`src/rtl/song_pkg.sv`:
```
// Shared definitions for the song sequencer: ROM word fields, FSM states, default amplitude.
// Latency: n/a (definitions only).
// Backpressure: n/a.
package song_pkg;

   // ROM word layout: {END, duration[10:0], half_period[19:0]}
   localparam int END_BIT = 31;
   localparam int DUR_MSB = 30;
   localparam int DUR_LSB = 20;
   localparam int HP_MSB  = 19;
   localparam int HP_LSB  = 0;
   localparam int DUR_W   = DUR_MSB - DUR_LSB + 1;
   localparam int HP_W    = HP_MSB - HP_LSB + 1;

   localparam logic [31:0] AMPLITUDE_DEF = 32'd10000000;

   typedef enum logic [2:0] {
      IDLE,
      FETCH,
      DECODE,
      PLAY,
      FINISH
   } state_t;

endpackage

```
`src/rtl/tone_gen.sv`:
```
// Square-wave tone generator: half-period counter plus polarity flip-flop.
// Latency: sample is combinational from internal registers; load takes effect next cycle.
// Backpressure: none; advances one phase step per enabled cycle.
// Ports: clk, reset (sync, active-high), load (latch half_period, restart at +),
//        enable (advance phase), half_period (0 = rest), sample (signed output).
module tone_gen
   import song_pkg::*;
#(
   parameter logic [31:0] AMPLITUDE = AMPLITUDE_DEF
) (
   input  logic                clk,
   input  logic                reset,
   input  logic                load,
   input  logic                enable,
   input  logic [HP_W-1:0]     half_period,
   output logic signed [31:0]  sample
);

   logic [HP_W-1:0] hp_q;
   logic [HP_W-1:0] phase;
   logic            pol;

   always_ff @(posedge clk) begin
      if (reset) begin
         hp_q  <= '0;
         phase <= '0;
         pol   <= 1'b0;
      end else if (load) begin
         hp_q  <= half_period;
         phase <= '0;
         pol   <= 1'b1;
      end else if (enable && (hp_q != '0)) begin
         // polarity flips after exactly hp_q enabled cycles
         if (phase == hp_q - 1'b1) begin
            phase <= '0;
            pol   <= ~pol;
         end else begin
            phase <= phase + 1'b1;
         end
      end
   end

   always_comb begin
      if (hp_q == '0)
         sample = '0;
      else if (pol)
         sample = $signed(AMPLITUDE);
      else
         sample = -$signed(AMPLITUDE);
   end

endmodule

```
`src/rtl/song_sequencer.sv`:
```
// Song player: walks ROM words, decodes tone/duration, streams square-wave samples to the audio FIFO.
// Latency: RD_LAT fetch cycles + 1 decode cycle per word; samples registered one cycle after PLAY.
// Backpressure: write strobe only when audio_out_allowed, never on consecutive cycles; notes keep time regardless.
// Ports: CLOCK_50, reset (sync, active-high), start/stop pulses, song_base, mem_address/mem_q (song ROM),
//        audio_out_allowed/write_audio_out, left/right_channel_audio_out, busy, done.
// Build option: define SONG_LOOP_EN to restart the song at its base after each end instead of idling.
module song_sequencer
   import song_pkg::*;
#(
   parameter int          TICK_CYCLES = 50000,
   parameter logic [31:0] AMPLITUDE   = AMPLITUDE_DEF,
   parameter int          RD_LAT      = 2
) (
   input  logic        CLOCK_50,
   input  logic        reset,
   input  logic        start,
   input  logic        stop,
   input  logic [7:0]  song_base,
   output logic [7:0]  mem_address,
   input  logic [31:0] mem_q,
   input  logic        audio_out_allowed,
   output logic        write_audio_out,
   output logic [31:0] left_channel_audio_out,
   output logic [31:0] right_channel_audio_out,
   output logic        busy,
   output logic        done
);

   localparam int TW = $clog2(TICK_CYCLES + 1);
   localparam int FW = $clog2(RD_LAT + 1);
   localparam logic [TW-1:0] TICK_LAST  = TW'(TICK_CYCLES - 1);
   localparam logic [FW-1:0] FETCH_LAST = FW'(RD_LAT - 1);

   state_t             state;
   logic [7:0]         base;
   logic [FW-1:0]      fetch_cnt;
   logic [TW-1:0]      tick_cnt;
   logic [DUR_W-1:0]   dur_left;
   logic [7:0]         next_addr;
   logic [DUR_W-1:0]   word_dur;
   logic [HP_W-1:0]    word_hp;
   logic               word_end;
   logic               tone_load;
   logic               tone_en;
   logic signed [31:0] tone_sample;

   assign next_addr = mem_address + 8'd1;
   assign word_end  = mem_q[END_BIT];
   assign word_dur  = mem_q[DUR_MSB:DUR_LSB];
   assign word_hp   = mem_q[HP_MSB:HP_LSB];

   assign tone_load = (state == DECODE) && !word_end && (word_dur != '0);
   assign tone_en   = (state == PLAY);

   tone_gen #(
      .AMPLITUDE (AMPLITUDE)
   ) u_tone (
      .clk         (CLOCK_50),
      .reset       (reset),
      .load        (tone_load),
      .enable      (tone_en),
      .half_period (word_hp),
      .sample      (tone_sample)
   );

   always_ff @(posedge CLOCK_50) begin
      if (reset) begin
         state                   <= IDLE;
         base                    <= '0;
         fetch_cnt               <= '0;
         tick_cnt                <= '0;
         dur_left                <= '0;
         mem_address             <= '0;
         write_audio_out         <= 1'b0;
         left_channel_audio_out  <= '0;
         right_channel_audio_out <= '0;
         busy                    <= 1'b0;
         done                    <= 1'b0;
      end else begin
         // strobes and samples fall back to 0 unless PLAY drives them
         write_audio_out         <= 1'b0;
         done                    <= 1'b0;
         left_channel_audio_out  <= '0;
         right_channel_audio_out <= '0;

         if (stop) begin
            // also covers start+stop together in IDLE: stop wins
            state <= IDLE;
            busy  <= 1'b0;
         end else begin
            case (state)
               IDLE: begin
                  if (start) begin
                     mem_address <= song_base;
                     base        <= song_base;
                     fetch_cnt   <= '0;
                     state       <= FETCH;
                     busy        <= 1'b1;
                  end
               end

               FETCH: begin
                  if (fetch_cnt == FETCH_LAST) begin
                     fetch_cnt <= '0;
                     state     <= DECODE;
                  end else begin
                     fetch_cnt <= fetch_cnt + 1'b1;
                  end
               end

               DECODE: begin
                  if (word_end) begin
                     state <= FINISH;
                     done  <= 1'b1;
                  end else if (word_dur == '0) begin
                     mem_address <= next_addr;
                     if (next_addr == base) begin
                        state <= FINISH;
                        done  <= 1'b1;
                     end else begin
                        state <= FETCH;
                     end
                  end else begin
                     dur_left <= word_dur;
                     tick_cnt <= '0;
                     state    <= PLAY;
                  end
               end

               PLAY: begin
                  left_channel_audio_out  <= tone_sample;
                  right_channel_audio_out <= tone_sample;
                  // a low cycle always separates two strobes
                  write_audio_out <= audio_out_allowed && !write_audio_out;
                  if (tick_cnt == TICK_LAST) begin
                     tick_cnt <= '0;
                     if (dur_left == DUR_W'(1)) begin
                        mem_address <= next_addr;
                        if (next_addr == base) begin
                           // wrapped all 256 words without an END marker
                           state <= FINISH;
                           done  <= 1'b1;
                        end else begin
                           state <= FETCH;
                        end
                     end else begin
                        dur_left <= dur_left - 1'b1;
                     end
                  end else begin
                     tick_cnt <= tick_cnt + 1'b1;
                  end
               end

               FINISH: begin
`ifdef SONG_LOOP_EN
                  mem_address <= base;
                  fetch_cnt   <= '0;
                  state       <= FETCH;
`else
                  state <= IDLE;
                  busy  <= 1'b0;
`endif
               end

               default: begin
                  state <= IDLE;
                  busy  <= 1'b0;
               end
            endcase
         end
      end
   end

endmodule

```
`config.mk`:
```
export PLATFORM = sky130hd
export DESIGN_NAME = song_sequencer
export DESIGN_NICKNAME = d
export VERILOG_FILES = /design/src/rtl/song_pkg.sv /design/src/rtl/tone_gen.sv /design/src/rtl/song_sequencer.sv
export SDC_FILE = /design/constraint.sdc
export NUM_CORES = 1
export LEC_CHECK = 0
export BUFFER_PORTS_ARGS = -buffer_cell sky130_fd_sc_hd__buf_2
export CORE_ASPECT_RATIO = 1.2
export CORE_MARGIN = 5
export CORE_UTILIZATION = 55
export DETAILED_ROUTE_END_ITERATION = 12
export PLACE_DENSITY_LB_ADDON = 0.15
export SKIP_LAST_GASP = 1
export SYNTH_ARGS = -nofsm -noshare
export SYNTH_HDL_FRONTEND = slang
export SYNTH_SLANG_ARGS = --single-unit
```
`constraint.sdc`:
```
create_clock -name CLOCK_50 -period 3.76 [get_ports CLOCK_50]
set_input_delay 0.188 -clock CLOCK_50 [delete_from_list [all_inputs] [get_ports CLOCK_50]]
set_output_delay 0.188 -clock CLOCK_50 [all_outputs]
set_load 0.05 [all_outputs]
```
# [Word-level counts from Yosys, hierarchy flattened]
# Cells that the tools add are included.
[word_totals] input_bits=45 word_cells=107 regBits=124
[op_classes] n_eq_ne=16 n_addsub=6 n_reduce_logical=29 bitwise=4 muxes=39
[op_table] op="$mux 16" count=3
[op_table] op="$mux 11" count=4
[op_table] op="$mux 8" count=5
[op_table] op="$mux 32" count=1
[op_table] op="$pmux 16 s2" count=1
[op_table] op="$pmux 8 s3" count=1
[op_table] op="$pmux 11 s2" count=1
[op_table] op="$mux 3" count=7
[op_table] op="$add 20x1->20 const B" count=1
[op_table] op="$eq 20x20->1" count=1
[op_table] op="$logic_not 20->1" count=1
[op_table] op="$mux 20" count=1
[op_table] op="$reduce_bool 20->1" count=1
[op_table] op="$sub 20x1->20 const B" count=1
[op_table] op="$add 16x1->16 const B" count=1
[op_table] op="$eq 16x16->1 const B" count=1
[op_table] op="$ne 2x2->1 const B" count=7
[op_table] op="$pmux 3 s4" count=1
[op_table] op="$eq 11x1->1 const B" count=1
[op_table] op="$logic_not 11->1" count=1
[op_table] op="$reduce_bool 11->1" count=1
[op_table] op="$sub 11x1->11 const B" count=1
[op_table] op="$mux 1" count=9
[op_table] op="$add 8x1->8 const B" count=1
[op_table] op="23 further kinds" count=41

# [Longest topological paths before layout]
# Gate-level depths: netlist (run 1).
[depth] word_depth=6 depth_mapped=11 ltp_nobuf=10

# [By module]
# Synthesis (run 1) repeated with hierarchy kept, for this count alone.
[hier_totals] hier_cells=811 hier_area_um2=6875.3
[modules_own_cells] module="song_sequencer" cells_per_inst=499 instances=1 area_each_um2=4255.3
[modules_own_cells] module="tone_gen" cells_per_inst=312 instances=1 area_each_um2=2620.0

# [Least setup slack after synthesis (run 1)]
# No wires, ideal clock.
[synth_timing] kind="register -> register" from="reg u_tone.hp_q[0]" to="reg u_tone.phase[12]" required_time_ns=3.645 n_path_buf=1 stages_incl_launch_ff=12 setup_slack_ns=1.119 arrival_ns=2.526 setup_ns=0.115 cell_sequence="dfxtp_1 inv_1 ha_1 nor3b_1 nand4_2 o21a_1 or3_1 a21oi_1 o2111ai_1 o21ai_2 buf_6 nor2_1"
[synth_via] elab_chain_cells=3
[synth_lines] item="start: declaration" line="tone_gen.sv:19" rtl="logic [HP_W-1:0] hp_q;"
[synth_lines] item="start signal: assignment" line="tone_gen.sv:29" rtl="hp_q <= half_period;"
[synth_lines] item="$sub 20x1->20" line="tone_gen.sv:34" rtl="if (phase == hp_q - 1'b1) begin"
[synth_lines] item="$eq 20x20->1" line="tone_gen.sv:34"
[synth_lines] item="$mux 20" line="tone_gen.sv:34"
[synth_lines] item="end signal: assignment" line="tone_gen.sv:38" rtl="phase <= phase + 1'b1;"
[synth_lines] item="end: declaration" line="tone_gen.sv:20" rtl="logic [HP_W-1:0] phase;"
# Several ways; a longest one is shown, not always the timed one.
# A chain may end at the register's enable or synchronous reset.

# [Worst setup path after layout (run 1)]
[layout_timing] from="reg state[1]" to="reg u_tone.phase[18]"
[layout_via] elab_chain_cells=4
[layout_lines] item="start: declaration" line="song_sequencer.sv:34" rtl="state_t state;"
[layout_lines] item="start signal: assignment" line="song_sequencer.sv:68" rtl="state <= IDLE;"
[layout_lines] item="start signal: assignment" line="song_sequencer.sv:88" rtl="state <= IDLE;"
[layout_lines] item="start signal: assignment" line="song_sequencer.sv:97" rtl="state <= FETCH;"
[layout_lines] item="$eq 3x2->1" line="song_sequencer.sv:52" rtl="assign tone_load = (state == DECODE) && !word_end && (word_dur != '0);"
[layout_lines] item="$logic_and 1x1->1 (2 in a row)" line="song_sequencer.sv:52"
[layout_lines] item="$reduce_or 2->1 (no source line)"
# Several ways; a longest one is shown, not always the timed one.

==> results of run 1 <==
metrics by stage:
stage          setup WS, ns  util (%)  power [mW]  hold WS, ns  cells
2_1_floorplan         1.119         -       1.182       0.3240    735
3_3_place_gp         0.7173     57.88       1.215       0.4276    881
3_5_place_dp         0.5949     57.88       1.220       0.4353    881
4_1_cts              0.5911     61.33       2.270      0.06924    897
5_1_grt              0.2865     61.33       2.338      0.07416    897
6_report             0.5885     61.33       2.259      0.07285    897
power groups by stage:
stage	combinational [mW]	sequential [mW]	clock (mW)
floorplan	0.117	1.06	0
global placement	0.163	1.05	0
detailed placement	0.168	1.05	0
CTS	0.169	1.03	1.07
global route	0.184	1.03	1.12
finish	0.169	1.03	1.06
cells by family after synthesis:
| logic type | after synthesis |
|---|---|
| adder cells (fa/ha/maj) | 6 |
| XOR/XNOR | 59 |
| multiplexers | 10 |
| buffers and inverters | 107 |
| AO/OA/AOI/OAI | 139 |
| flip-flops | 95 |
| other | 1 |
| AND/OR/NAND/NOR | 305 |
cells in the final DEF (no fill, tap or decap), drive strengths merged, types with 5 or more instances in the layout:
master,netlist,final
buf,65,110
mux2i,10,10
nand2b,6,6
nand4,11,11
a22oi,11,11
nand2,85,85
nor3b,7,7
dfxtp,95,95
a31oi,5,5
inv,17,18
clkbuf,25,9
nor4,19,19
nor3,21,21
nor2b,7,7
and3,11,11
xnor2,37,37
nand3,22,22
xor2,22,22
a221oi,5,5
conb,1,14
o21ai,33,33
ha,6,6
or3,9,9
a21oi,49,49
nor2,93,93
routing by layer:
metal / up-vias / track usage [%]
met2: 115 / 38.71
met5: - / 0
met4: 0 / 8.313
met1: 2354 / 27.14
met3: 31 / 4.501
li1: 2525 / -
flip-flops by register name (all words and copies together) (netlist names):
name	flops
base	8
busy	1
u_tone.hp_q	20
right_channel_audio_out	3
dur_left	11
mem_address	8
u_tone.phase	20
state	3
write_audio_out	1
tick_cnt	16
u_tone.pol	1
fetch_cnt	2
done	1
tightest hold or removal path, delay by kind of cell:
kind                   cells  cell delay, ns
buffers and inverters      1            0.09
AOI/OAI and AO/OA          1            0.05
and+or+nand+nor            1            0.05
worst max path at each step:
stage                         from  cells past startpoint  slack (ns)               end
floorplan           u_tone.hp_q[0]                     11        1.12  u_tone.phase[12]
global placement          state[1]                      8        0.72  u_tone.phase[16]
detailed placement  u_tone.hp_q[0]                     10        0.59  u_tone.phase[15]
CTS                 u_tone.hp_q[0]                     10        0.59  u_tone.phase[15]
global route              state[1]                      8        0.29  u_tone.phase[12]
finish                    state[1]                      8        0.59  u_tone.phase[18]
cell type report:
type / count / area, sq um / area share (%)
multi-input cells: 533 / 3078 / 50.39
clock inverters: 7 / 118.9 / 1.946
inverters: 17 / 63.81 / 1.045
clock buffers: 9 / 225.2 / 3.687
well taps: 126 / 157.7 / 2.581
repair buffers: 110 / 563.0 / 9.218
flip-flops and latches: 95 / 1902 / 31.13
==> run metrics, run 1 <==
outcome finished, final reports clean; Worst Skew 0.009385 ns; Compound-Gate Fraction of Synth Area 15.38%; CP top delay family simple AND/OR/NAND/NOR gates; Hold Startpoint mem_q[8]; area delta synth->final 9.807%; Simple-Gate Fraction of Synth Area 26.43%; hold endpoint u_tone.hp_q[8]; Synth area leaders dfxtp_1 (34%), buf_4 (8.2%), nor2_1 (6.3%), xnor2_1 (5.8%), nand2_1 (5.7%); reg2reg end u_tone.phase[18]; ANT cells 0; switching fraction of total power 23.79%; count of flip-flops with a built-in enable after synthesis 0; asr flop ratio synth 0%; GPL Wtd Cong 0.8794; # setup viols final 0; Inserted Clock Buffers 9; WL met3 625 microns; ys flop type dfxtp_1; DR vias 5025; initial antenna violation count 0; Post-Synth Adder-Cell Area 1.350%; Synth area leader dfxtp_1; Root Driver clkbuf_16; buffers added on ports 105; Crit Reg-Reg Startpoint state[1]; Resized Gates After CTS 0; DP Area 5764 sq um; vias per cell 5.602; total track usage 22.40%; Seq cells post-synth 95; Slew Viols, Final 0; WP data arrival 3.38 ns; RSZ-0062 raised after global routing no; Final ANT Viol Nets 0; drt total wl 13.74 mm; pin count of the biggest net entering global routing 40; Synth top area share 34.19%; Post-Syn Area 5563 sq um; clock sinks 95; combinational power share 7.5%; Die ar. 12230 sq um; Worst Setup End Kind register; met2 routed WL 7.136 mm; yosys warns 0; CTS tree done; Power Density 369.9 nW/um^2; Final nets 817; Initial Util 55.85%; Sw Pwr 0.5374 mW; fill count 881; Hold/Removal Path Class input port to register; wire per inst 15.32 microns; GRT overflow 0; setup TNS 0 ns; IO Pins 120; Slowest-stage cell, CP and2_1; fin area 6108 sq um; clock network fraction of total power 46.9%; DRT Pass-1 Iters 5; # hold bufs at CTS 0; register area share after synthesis 34.19%; share of layout cells above drive strength 1 17.12%; first-pass GRT wire length 22.29 mm; Synth top cells by count dfxtp_1 (95), nor2_1 (93), nand2_1 (85); Clock transition at path regs 0.07 ns; CP Launch Type register; Max transition margin 35.73%; clock tree buffer depth 2; CP bufs+invs 0; fmax 315.3 MHz; H-tree depth 3; crit-path max FO 16; Setup Buffers After CTS 0; Slowest Stage Delay on Critical Path 0.58 ns; CP cell instances nor2b_1 -> and2_1 -> o41ai_2 -> nor4_1 -> nand3_1 -> nor2_1 -> xnor2_1 -> nor2_1; Seq pwr share 45.6%; kind of critical path register to register; multiplexer area fraction after synthesis 1.799%; most frequent cell after synthesis dfxtp_1; DR top layer met4; worst skew pair latency 0.35 ns; P_int 1.722 mW; xor/xnor cell area share of the yosys netlist 9.289%; Gate Count Post-Synth 722; Synth Area per Inst 7.705 sq um; worst reg2reg setup slack 0.59 ns; Die H 120.2 microns; Worst EP required 3.97 ns; Initial DRC Count 193; max-cap violation count 0; cell mode on critical path nor2_1; Worst Hold Depth 3; largest family of logic cells by synthesized area simple AND/OR/NAND/NOR gates; Static Leak 2.529 nW; Cell Rows 40; DP HPWL 9.988 mm; # DRC 0; worst r2r path cells 8; crit share post-route 84.35%; post-synthesis cell type count 58; Tmin final 3.171 ns; Worst-Margin Slew 0.9614 ns; Final Hold Fails 0; maximum vdd drop 0.0002282 V; met1 WL 5.664 mm; Core Box Area 9960 sq um; vias in the first global route 4697; die width 101.8 microns
Note: power is estimated with default switching activity, not from simulation.
==> run 2: changes to the inputs <==
--- a/config.mk
+++ b/config.mk
@@ -8,7 +8,7 @@
 export BUFFER_PORTS_ARGS = -buffer_cell sky130_fd_sc_hd__buf_2
 export CORE_ASPECT_RATIO = 1.2
 export CORE_MARGIN = 5
-export CORE_UTILIZATION = 55
+export CORE_UTILIZATION = 50
 export DETAILED_ROUTE_END_ITERATION = 12
 export PLACE_DENSITY_LB_ADDON = 0.15
 export SKIP_LAST_GASP = 1
==> constraint.sdc (replaced) <==
create_clock -name CLOCK_50 -period 2.7 [get_ports CLOCK_50]
set_input_delay 0.135 -clock CLOCK_50 [delete_from_list [all_inputs] [get_ports CLOCK_50]]
set_output_delay 0.135 -clock CLOCK_50 [all_outputs]
set_load 0.05 [all_outputs]
==> run 2 against run 1 <==
Wire length decreased by 0.76%; worst setup slack got worse by 0.43 ns; non-clock buffer count increased by 24; via count increased by 2.8%; cell area increased by 4.0%; sequential power increased by 39%; global-route usage decreased by 2.5 points; clock skew decreased by 0.0010 ns; critical path type unchanged; critical endpoint is now u_tone.pol.
==> run metrics, run 2 (synthesized netlist as in run 1, its figures left out) <==
vias per cell 5.577 (-0.45%); IO Pins 120 (unchanged); die width 106.3 microns (+4.4%); Tmin final 2.546 ns (-0.6255 ns); reg2reg end u_tone.pol; Worst Setup End Kind register; GRT busiest layer met2; total track usage 19.88% (-2.5 points); Power Density 484.5 nW/um^2 (+31%); placed cells 905 (+2.7%); Static Leak 2.662 nW (+5.3%); DP HPWL 9.989 mm (about the same); first-pass GRT wire length 22.14 mm (-0.65%); Core Box Area 10980 sq um (+10%); Final ANT Viol Nets 0 (unchanged); kind of critical path register to register; commonest non-fill, non-tap cell in the layout buf_2; CTS tree done; Root Driver clkbuf_16; H-tree depth 3 (unchanged); outcome finished, final reports clean; fin area 6350 sq um (+4.0%); GR Layer Usage met1 24.20% (-2.9 points); Die ar. 13340 sq um (+9.1%); Place WS 0.07905 ns (-0.5158 ns); initial antenna violation count 0 (unchanged); # hold bufs at CTS 0 (unchanged); area delta synth->final 14.15%; share of layout cells above drive strength 1 20.65% (+3.5 points); Worst EP required 2.97 ns (-1.00 ns); hold endpoint u_tone.hp_q[9]; wire per inst 14.73 microns (-3.9%); commonest non-fill, non-tap cells in the layout buf_2 (105), dfxtp_1 (94), nor2_1 (93), nand2_1 (85), a21oi_1 (49); Hold Startpoint mem_q[9]; Cell Rows 42 (+5.0%); WP data arrival 2.81 ns (-0.57 ns); worst reg2reg setup slack 0.15 ns (-0.43 ns); Worst Skew 0.008336 ns (-0.001049 ns); Initial Util 50.65% (-5.2 points); DRT Pass-1 Iters 5 (unchanged); worst skew pair latency 0.34 ns (about the same); maximum vdd drop 0.0003589 V (+57%); GPL Wtd Cong 0.9261 (+5.3%); CP bufs+invs 1 (+1); Crit Reg-Reg Startpoint u_tone.hp_q[0]; CP Launch Type register; # DRC 0 (unchanged); worst r2r path cells 10 (+2); GR Layer Usage met3 3.196% (-1.3 points); Hold/Removal Path Class input port to register; # setup viols final 0 (unchanged); fin util 57.82% (-3.5 points); clock tree buffer depth 2 (unchanged); Inserted Clock Buffers 9 (unchanged); Initial DRC Count 237 (+23%); drt total wl 13.64 mm (-0.76%); cell mode on critical path or3_1; setup TNS 0 ns (unchanged); pin count of the biggest net entering global routing 35 (-13%); crit-path max FO 5 (-11); buffers added on ports 105 (unchanged); CP cell instances inv_1 -> ha_2 -> nor3b_1 -> nand4_2 -> o21a_1 -> or3_1 -> a21oi_1 -> o2111ai_2 -> or3_1 -> a31oi_1; CP top delay family simple AND/OR/NAND/NOR gates; total power 3.076 mW (+36%); GRT overflow 0 (unchanged); Die H 125.5 microns (+4.5%); max-cap violation count 0 (unchanged); Slowest-stage cell, CP or3_1; ANT cells 0 (unchanged); Slowest Stage Delay on Critical Path 0.36 ns (-0.22 ns); non-filler cells, final 926 (+3.2%); Hold WS 0.02902 ns (-0.04382 ns); Largest regs u_tone.hp_q x20, u_tone.phase x20, tick_cnt x16; Slew Viols, Final 0 (unchanged); DR vias 5164 (+2.8%); GRT met2 Usage 35.06% (-3.6 points); vias in the first global route 4777 (+1.7%); fill count 1017 (+15%); Worst Hold Depth 3 (unchanged); Max transition margin 52.01% (+16 points); Final nets 841 (+2.9%); fmax 392.8 MHz (+25%); Worst Slack Setup Final 0.1541 ns (-0.4345 ns); Worst-Margin Slew 0.7189 ns (-0.2425 ns); Clock transition at path regs 0.06 ns (about the same); DP Area 5919 sq um (+2.7%); clock sinks 95 (unchanged); Final Hold Fails 0 (unchanged); crit share post-route 94.29% (+9.9 points)
==> run 2: layout make-up <==
class | instances | area, sq um | area share (%)
multi-input cells | 533 | 3131 | 49.30
flip-flops and latches | 95 | 1903 | 29.97
repair buffers | 134 | 755.7 | 11.90
well taps | 132 | 165.2 | 2.601
inverters | 17 | 63.81 | 1.005
clock buffers | 12 | 266.5 | 4.197
clock inverters | 3 | 65.06 | 1.025
==> run 2: report_power, final <==
| group | switching, mW | internal [mW] | total (mW) | leakage (nW) |
|---|---|---|---|---|
| combinational | 0.161 | 0.0819 | 0.243 | 1.73 |
| sequential | 0.0165 | 1.42 | 1.43 | 0.768 |
| clock | 0.520 | 0.881 | 1.40 | 0.165 |
| total | 0.698 | 2.38 | 3.08 | 2.66 |
==> run 2: layer usage <==
metal | share of wire (%) | vias to the layer above
li1 | - | 2566
met1 | 44 | 2430
met2 | 48 | 139
met3 | 5.4 | 29
met4 | 2.3 | 0
met5 | 0 | -
==> run 2: worst max path at each step <==
stage	start	endpoint	slack [ns]	cells past startpoint
floorplan	u_tone.hp_q[0]	u_tone.phase[12]	0.06	11
detailed placement	u_tone.hp_q[1]	u_tone.pol	0.08	8
global route	u_tone.hp_q[4]	u_tone.pol	-0.006	9
CTS	u_tone.hp_q[2]	u_tone.pol	0.008	8
global placement	u_tone.hp_q[0]	u_tone.pol	0.14	8
finish	u_tone.hp_q[0]	u_tone.pol	0.15	10
==> run 2: worst reg2reg max path, stage by stage (launching register included) <==
cell and delay, ns:
dfxtp_1 0.35, inv_1 0.07, ha_2 0.21, nor3b_1 0.24, nand4_2 0.13, o21a_1 0.21, or3_1 0.35, a21oi_1 0.18
o2111ai_2 0.21, or3_1 0.36, a31oi_1 0.16
==> run 2: repair_timing <==
item	CTS	global route
setup endpoints to repair	1	19
pin swaps	0	7
resized for setup	1	10
endpoints found under the hold margin	0	0
setup buffers	0	6
